--- src/rtl/fir_stream_host.sv ---
// Host end of the FIR serial valid/ready link: serializes TX words MSB first and reassembles RX bits into words.
// Define FIR_HOST_WORD_COUNT_EN to add the ov_tx_words / ov_rx_words handshake counters.
module fir_stream_host #(
    parameter int DATA_WIDTH  = 24,
    parameter int COUNT_WIDTH = 16
) (
    input  logic                  i_clk,
    input  logic                  i_rst,
    input  logic                  i_en,
    input  logic [DATA_WIDTH-1:0] iv_tx_data,
    input  logic                  i_tx_valid,
    output logic                  o_tx_ready,
    output logic                  o_ser_dout,
    output logic                  o_ser_dout_valid,
    input  logic                  i_ser_ready,
    input  logic                  i_ser_din,
    input  logic                  i_ser_din_valid,
    output logic                  o_ser_ready,
    output logic [DATA_WIDTH-1:0] ov_rx_data,
    output logic                  o_rx_valid,
    input  logic                  i_rx_ready
`ifdef FIR_HOST_WORD_COUNT_EN
    ,
    output logic [COUNT_WIDTH-1:0] ov_tx_words,
    output logic [COUNT_WIDTH-1:0] ov_rx_words
`endif
);

    localparam int CNT_W = $clog2(DATA_WIDTH);
    localparam logic [CNT_W-1:0] CNT_LAST = CNT_W'(DATA_WIDTH - 1);
    localparam logic [CNT_W-1:0] CNT_ONE  = CNT_W'(1);

    if (DATA_WIDTH < 2 || COUNT_WIDTH < 1) begin : g_bad_param
        $error("fir_stream_host: DATA_WIDTH must be >= 2 and COUNT_WIDTH >= 1");
    end

    typedef enum logic {TX_IDLE, TX_SHIFT} tx_state_t;
    typedef enum logic {RX_COLLECT, RX_HOLD} rx_state_t;

    tx_state_t             r_tx_state, w_tx_next;
    rx_state_t             r_rx_state, w_rx_next;
    logic [DATA_WIDTH-1:0] r_tx_shift;
    logic [CNT_W-1:0]      r_tx_cnt;
    logic [DATA_WIDTH-1:0] r_rx_shift;
    logic [CNT_W-1:0]      r_rx_cnt;
    logic [DATA_WIDTH-1:0] r_rx_data;
    logic                  w_tx_load;
    logic                  w_tx_shift;
    logic                  w_rx_bit;
    logic                  w_rx_take;
    logic [DATA_WIDTH-1:0] w_rx_word;

    // Every handshake output is qualified by i_en, so a low enable blocks all transfers.
    assign w_tx_load  = o_tx_ready && i_tx_valid;
    assign w_tx_shift = o_ser_dout_valid && i_ser_ready;
    assign w_rx_bit   = o_ser_ready && i_ser_din_valid;
    assign w_rx_take  = o_rx_valid && i_rx_ready;
    assign w_rx_word  = {r_rx_shift[DATA_WIDTH-2:0], i_ser_din};

    assign o_ser_dout = r_tx_shift[DATA_WIDTH-1];
    assign ov_rx_data = r_rx_data;

    always_ff @(posedge i_clk or posedge i_rst) begin
        if (i_rst) begin
            r_tx_state <= TX_IDLE;
            r_rx_state <= RX_COLLECT;
        end else begin
            r_tx_state <= w_tx_next;
            r_rx_state <= w_rx_next;
        end
    end

    always_comb begin
        w_tx_next        = r_tx_state;
        o_tx_ready       = 1'b0;
        o_ser_dout_valid = 1'b0;
        case (r_tx_state)
            TX_IDLE: begin
                o_tx_ready = i_en;
                if (i_en && i_tx_valid) w_tx_next = TX_SHIFT;
            end
            TX_SHIFT: begin
                o_ser_dout_valid = i_en;
                if (i_en && i_ser_ready && r_tx_cnt == '0) w_tx_next = TX_IDLE;
            end
            default: w_tx_next = TX_IDLE;
        endcase
    end

    always_comb begin
        w_rx_next   = r_rx_state;
        o_ser_ready = 1'b0;
        o_rx_valid  = 1'b0;
        case (r_rx_state)
            RX_COLLECT: begin
                o_ser_ready = i_en;
                if (i_en && i_ser_din_valid && r_rx_cnt == CNT_LAST) w_rx_next = RX_HOLD;
            end
            RX_HOLD: begin
                o_rx_valid = i_en;
                if (i_en && i_rx_ready) w_rx_next = RX_COLLECT;
            end
            default: w_rx_next = RX_COLLECT;
        endcase
    end

    always_ff @(posedge i_clk or posedge i_rst) begin
        if (i_rst) begin
            r_tx_shift <= '0;
            r_tx_cnt   <= '0;
        end else if (w_tx_load) begin
            r_tx_shift <= iv_tx_data;
            r_tx_cnt   <= CNT_LAST;
        end else if (w_tx_shift) begin
            r_tx_shift <= {r_tx_shift[DATA_WIDTH-2:0], 1'b0};
            if (r_tx_cnt != '0) r_tx_cnt <= r_tx_cnt - CNT_ONE;
        end
    end

    // The completed word includes the bit arriving on the final handshake.
    always_ff @(posedge i_clk or posedge i_rst) begin
        if (i_rst) begin
            r_rx_shift <= '0;
            r_rx_cnt   <= '0;
            r_rx_data  <= '0;
        end else if (w_rx_bit) begin
            r_rx_shift <= w_rx_word;
            if (r_rx_cnt == CNT_LAST) begin
                r_rx_data <= w_rx_word;
                r_rx_cnt  <= '0;
            end else begin
                r_rx_cnt  <= r_rx_cnt + CNT_ONE;
            end
        end
    end

`ifdef FIR_HOST_WORD_COUNT_EN
    localparam logic [COUNT_WIDTH-1:0] WORD_ONE = COUNT_WIDTH'(1);

    logic [COUNT_WIDTH-1:0] r_tx_words;
    logic [COUNT_WIDTH-1:0] r_rx_words;

    always_ff @(posedge i_clk or posedge i_rst) begin
        if (i_rst) begin
            r_tx_words <= '0;
            r_rx_words <= '0;
        end else begin
            if (w_tx_load) r_tx_words <= r_tx_words + WORD_ONE;
            if (w_rx_take) r_rx_words <= r_rx_words + WORD_ONE;
        end
    end

    assign ov_tx_words = r_tx_words;
    assign ov_rx_words = r_rx_words;
`endif

endmodule

--- config.mk ---
export PLATFORM = sky130hd
export DESIGN_NAME = fir_stream_host
export DESIGN_NICKNAME = d
export VERILOG_FILES = /design/src/rtl/fir_stream_host.sv
export SDC_FILE = /design/constraint.sdc
export NUM_CORES = 1
export LEC_CHECK = 0
export ABC_CLOCK_PERIOD_IN_PS = 2100
export BUFFER_PORTS_ARGS = -buffer_cell sky130_fd_sc_hd__buf_2
export CORE_UTILIZATION = 40
export DETAILED_ROUTE_END_ITERATION = 8
export PLACE_DENSITY_LB_ADDON = 0.2
export SYNTH_ARGS = -nofsm -noshare
export SYNTH_HDL_FRONTEND = slang
export SYNTH_SLANG_ARGS = --single-unit
--- constraint.sdc ---
create_clock -name i_clk -period 2.1 [get_ports i_clk]
set_input_delay 0 -clock i_clk [delete_from_list [all_inputs] [get_ports i_clk]]
set_output_delay 0 -clock i_clk [all_outputs]
set_load 0.01 [all_outputs]
==> results.json <==
{
  "outcome": "complete, no violations",
  "clk-insertion-delay-late_ps": 340,
  "power.density_mw_per_mm2": 889.3,
  "critical_path.max_stage_delay_ps": 390,
  "min_delay_path_depth": 3,
  "ctsRootBufferMaster": "sky130_fd_sc_hd__clkbuf_8",
  "clock-skew-final_ps": 8.369,
  "placed_cells_incl_taps": 483,
  "route.vias.total": 2585,
  "yosysUniqueCellTypes": 36,
  "family_of_cells_with_the_greatest_summed_delay_on_the_critical_path": "flip-flops",
  "endpoint_of_the_worst_hold_timing_path": "r_rx_state",
  "cts.sink_count": 83,
  "yosys.area.top_type_share_pct": 59.93,
  "layout-area-overhead-vs-synth_pct": 24.84,
  "grt_first_pass_wirelength_um": 11810,
  "number_of_instances_in_the_synthesized_netlist": 325,
  "antenna_cells_inserted": 0,
  "layout.cells.most_common_list": "sky130_fd_sc_hd__nand2_1, sky130_fd_sc_hd__dfrtp_1, sky130_fd_sc_hd__buf_2",
  "cap_viol_max_count": 0,
  "crit_path_cell_trace": "ha_1 -> nand4b_1 -> nor2_4 -> buf_4 -> mux2_2",
  "core_area_mm2": 0.008299,
  "worst_hold_slack_ps": 68.41,
  "num_io_pins": 61,
  "critPathCaptureType": "register",
  "antenna_violations_before_repair": 0,
  "first_global_vias": 2470,
  "post-route-drc-count": 0,
  "wirelength_um": 7044,
  "finalSetupTns_ps": 0,
  "cts_tree": "built",
  "cell_with_the_biggest_individual_delay_on_the_critical_path": "sky130_fd_sc_hd__dfrtp_1",
  "final-instance-count-excl-fill": 526,
  "cts_setup_buffers": 0,
  "initial_core_util_pct": 41.76,
  "reg2reg_setup_slack_ps": 460,
  "worst-path-buf-inv": 1,
  "drt-vias-per-instance": 4.914,
  "dpl_cell_area_mm2": 0.003887,
  "postSynthRegisterBits": 83,
  "clkSlewWorstSetupHoldPaths_ps": 80,
  "min_period_over_period_pct": 78.16,
  "setup_repair_after_global_routing_missed_its_margin": "false",
  "layout-drive-gt1-share_pct": 27.79,
  "final_max_slew_violation_count": 0,
  "worst_pin_slew_ps": 443.4,
  "yosysSeqAreaShare_pct": 59.93,
  "detailedPlacementHpwl_um": 4578,
  "syn_avg_cell_area_um2": 10.66,
  "antenna_left": 0,
  "final.min_clock_period_ps": 1641,
  "finalHoldViolCount": 0,
  "startpoint_type": "register",
  "rr_endpoint": "ov_rx_data[16]",
  "min_path_type": "primary input to register",
  "die_height_um": 95.09,
  "postSynthNetCount": 359,
  "timing.final.setup_violations": 0,
  "cts_made_buffers": 9,
  "drt_first_pass_iters": 4,
  "num-nets-final": 451,
  "post_drt_wl_per_cell_um": 13.39,
  "vdd_ir_drop_max_uv": 427.3,
  "timing.rr.start": "r_rx_cnt[0]",
  "die_area_mm2": 0.009041,
  "mostFrequentLayoutCell": "sky130_fd_sc_hd__nand2_1",
  "fmax_ghz": 0.6093,
  "worst_r2r_path_depth": 5,
  "port_buffers": 60,
  "final_area_mm2": 0.004327,
  "power.leakage_uw": 0.002306,
  "dr.first_iter.drc_count": 166,
  "wp_data_arrival_ps": 1860,
  "synth.top_cells.by_area": "sky130_fd_sc_hd__dfrtp_1, sky130_fd_sc_hd__nand2_1, sky130_fd_sc_hd__mux2_2, sky130_fd_sc_hd__a22oi_1, sky130_fd_sc_hd__nand3_1",
  "cts.htree.levels": 3,
  "min_from": "i_en",
  "cts-root-to-sink-buffers": 2,
  "path_max_fanout": 15,
  "dp_slack_ps": 471.0,
  "worst-setup-path-type": "register to register",
  "gr-total-overflow": 0,
  "grt_usage_pct": 17.19,
  "die_x_um": 95.09,
  "synth_largest_area_cell": "sky130_fd_sc_hd__dfrtp_1",
  "maximum_number_of_pins_on_one_net_before_global_route_repair": 37,
  "ys_warn_count": 0,
  "synthesis.area_mm2": 0.003466,
  "max-slew-margin-rel_pct": 70.35,
  "rows": 33,
  "worst-endpoint-required_ps": 2320,
  "gp_congestion": 0.7850,
  "post-route-worst-setup-slack_ps": 458.7
}
==> synth_stat cells, drive strengths merged <==
| cell type | number |
|---|---|
| nor3 | 3 |
| and2 | 3 |
| o32a | 1 |
| clkbuf | 6 |
| nand4 | 2 |
| dfrtp | 83 |
| nor2 | 9 |
| nand3 | 18 |
| mux2 | 25 |
| xnor2 | 1 |
| or4b | 2 |
| o21ai | 4 |
| a211oi | 2 |
| a211o | 1 |
| buf | 13 |
| a21o | 1 |
| ha | 2 |
| mux2i | 1 |
| and3 | 1 |
| and3b | 2 |
| nand2 | 111 |
| a21oi | 2 |
| inv | 3 |
| nand3b | 2 |
| nand4b | 1 |
| nor2b | 2 |
| a31oi | 7 |
| a22oi | 16 |
| o22ai | 1 |
==> worst register-to-register path, cell delays in order (launching register included) <==
cell	delay [ps]
sky130_fd_sc_hd__dfrtp_1	390
sky130_fd_sc_hd__ha_1	220
sky130_fd_sc_hd__nand4b_1	180
sky130_fd_sc_hd__nor2_4	130
sky130_fd_sc_hd__buf_4	240
sky130_fd_sc_hd__mux2_2	370
==> kinds of logic after synthesis <==
logic type | share of synthesized area (%)
and+or+nand+nor | 20.00
xor gates and xnor gates | 0.2528
adders and majority gates | 0.7219
buffers and inverters | 3.682
muxes | 8.412
DFF | 59.93
AOI/OAI and AO/OA | 7.004
==> registers in the layout, indices dropped and copies added, names as in the netlist <==
register    count
r_tx_cnt        5
r_tx_state      1
r_rx_shift     23
r_tx_shift     24
ov_rx_data     24
r_rx_state      1
r_rx_cnt        5
==> repair_timing <==
action,4_1_cts,5_1_grt
hold buffers,28,0
resized for setup,0,0
hold endpoints to repair,111,0
setup endpoints to repair,0,0
==> per-layer routing <==
layer | GRT usage, % | part of all wire [%] | vias to the layer above
met5 | 0 | 0 | -
met4 | 5.051 | 0.43 | 0
met3 | 5.263 | 4.4 | 2
met2 | 26.73 | 49 | 61
met1 | 23.18 | 47 | 1246
li1 | - | - | 1276
==> worst max-delay path by stage <==
stage               slack, ps        endpoint  cells past startpoint   startpoint
finish                    460  ov_rx_data[16]                      5  r_rx_cnt[0]
global route              330  ov_rx_data[16]                      5  r_rx_cnt[0]
CTS                       450  ov_rx_data[16]                      5  r_rx_cnt[0]
detailed placement        470  ov_rx_data[16]                      5  r_rx_cnt[0]
global placement          520  ov_rx_data[14]                      5  r_rx_cnt[0]
floorplan                 570  ov_rx_data[10]                      5  r_rx_cnt[0]
==> power by group <==
group	leakage (uW)	internal (uW)	switching, uW
Clock	0.0000819	419	538
Sequential	0.00110	1950	256
Combinational	0.00112	335	347
Total	0.00231	2710	1140
==> stage by stage <==
stage | util, % | power [uW]
floorplan | - | 2662
global placement | 46.84 | 2844
detailed placement | 46.84 | 2884
CTS | 52.13 | 3896
global route | 52.13 | 4128
finish | 52.13 | 3848
==> cell type report <==
| type | instances | area, um^2 |
|---|---|---|
| clock buffer | 10 | 127.6 |
| clock inverter | 5 | 31.28 |
| fill | 758 | 3973 |
| inverter | 3 | 15.01 |
| multi-input combinational | 220 | 1261 |
| sequential | 83 | 2077 |
| tap | 105 | 131.4 |
| timing repair buffer | 100 | 683.2 |
Power figures use the tool's default switching activity.
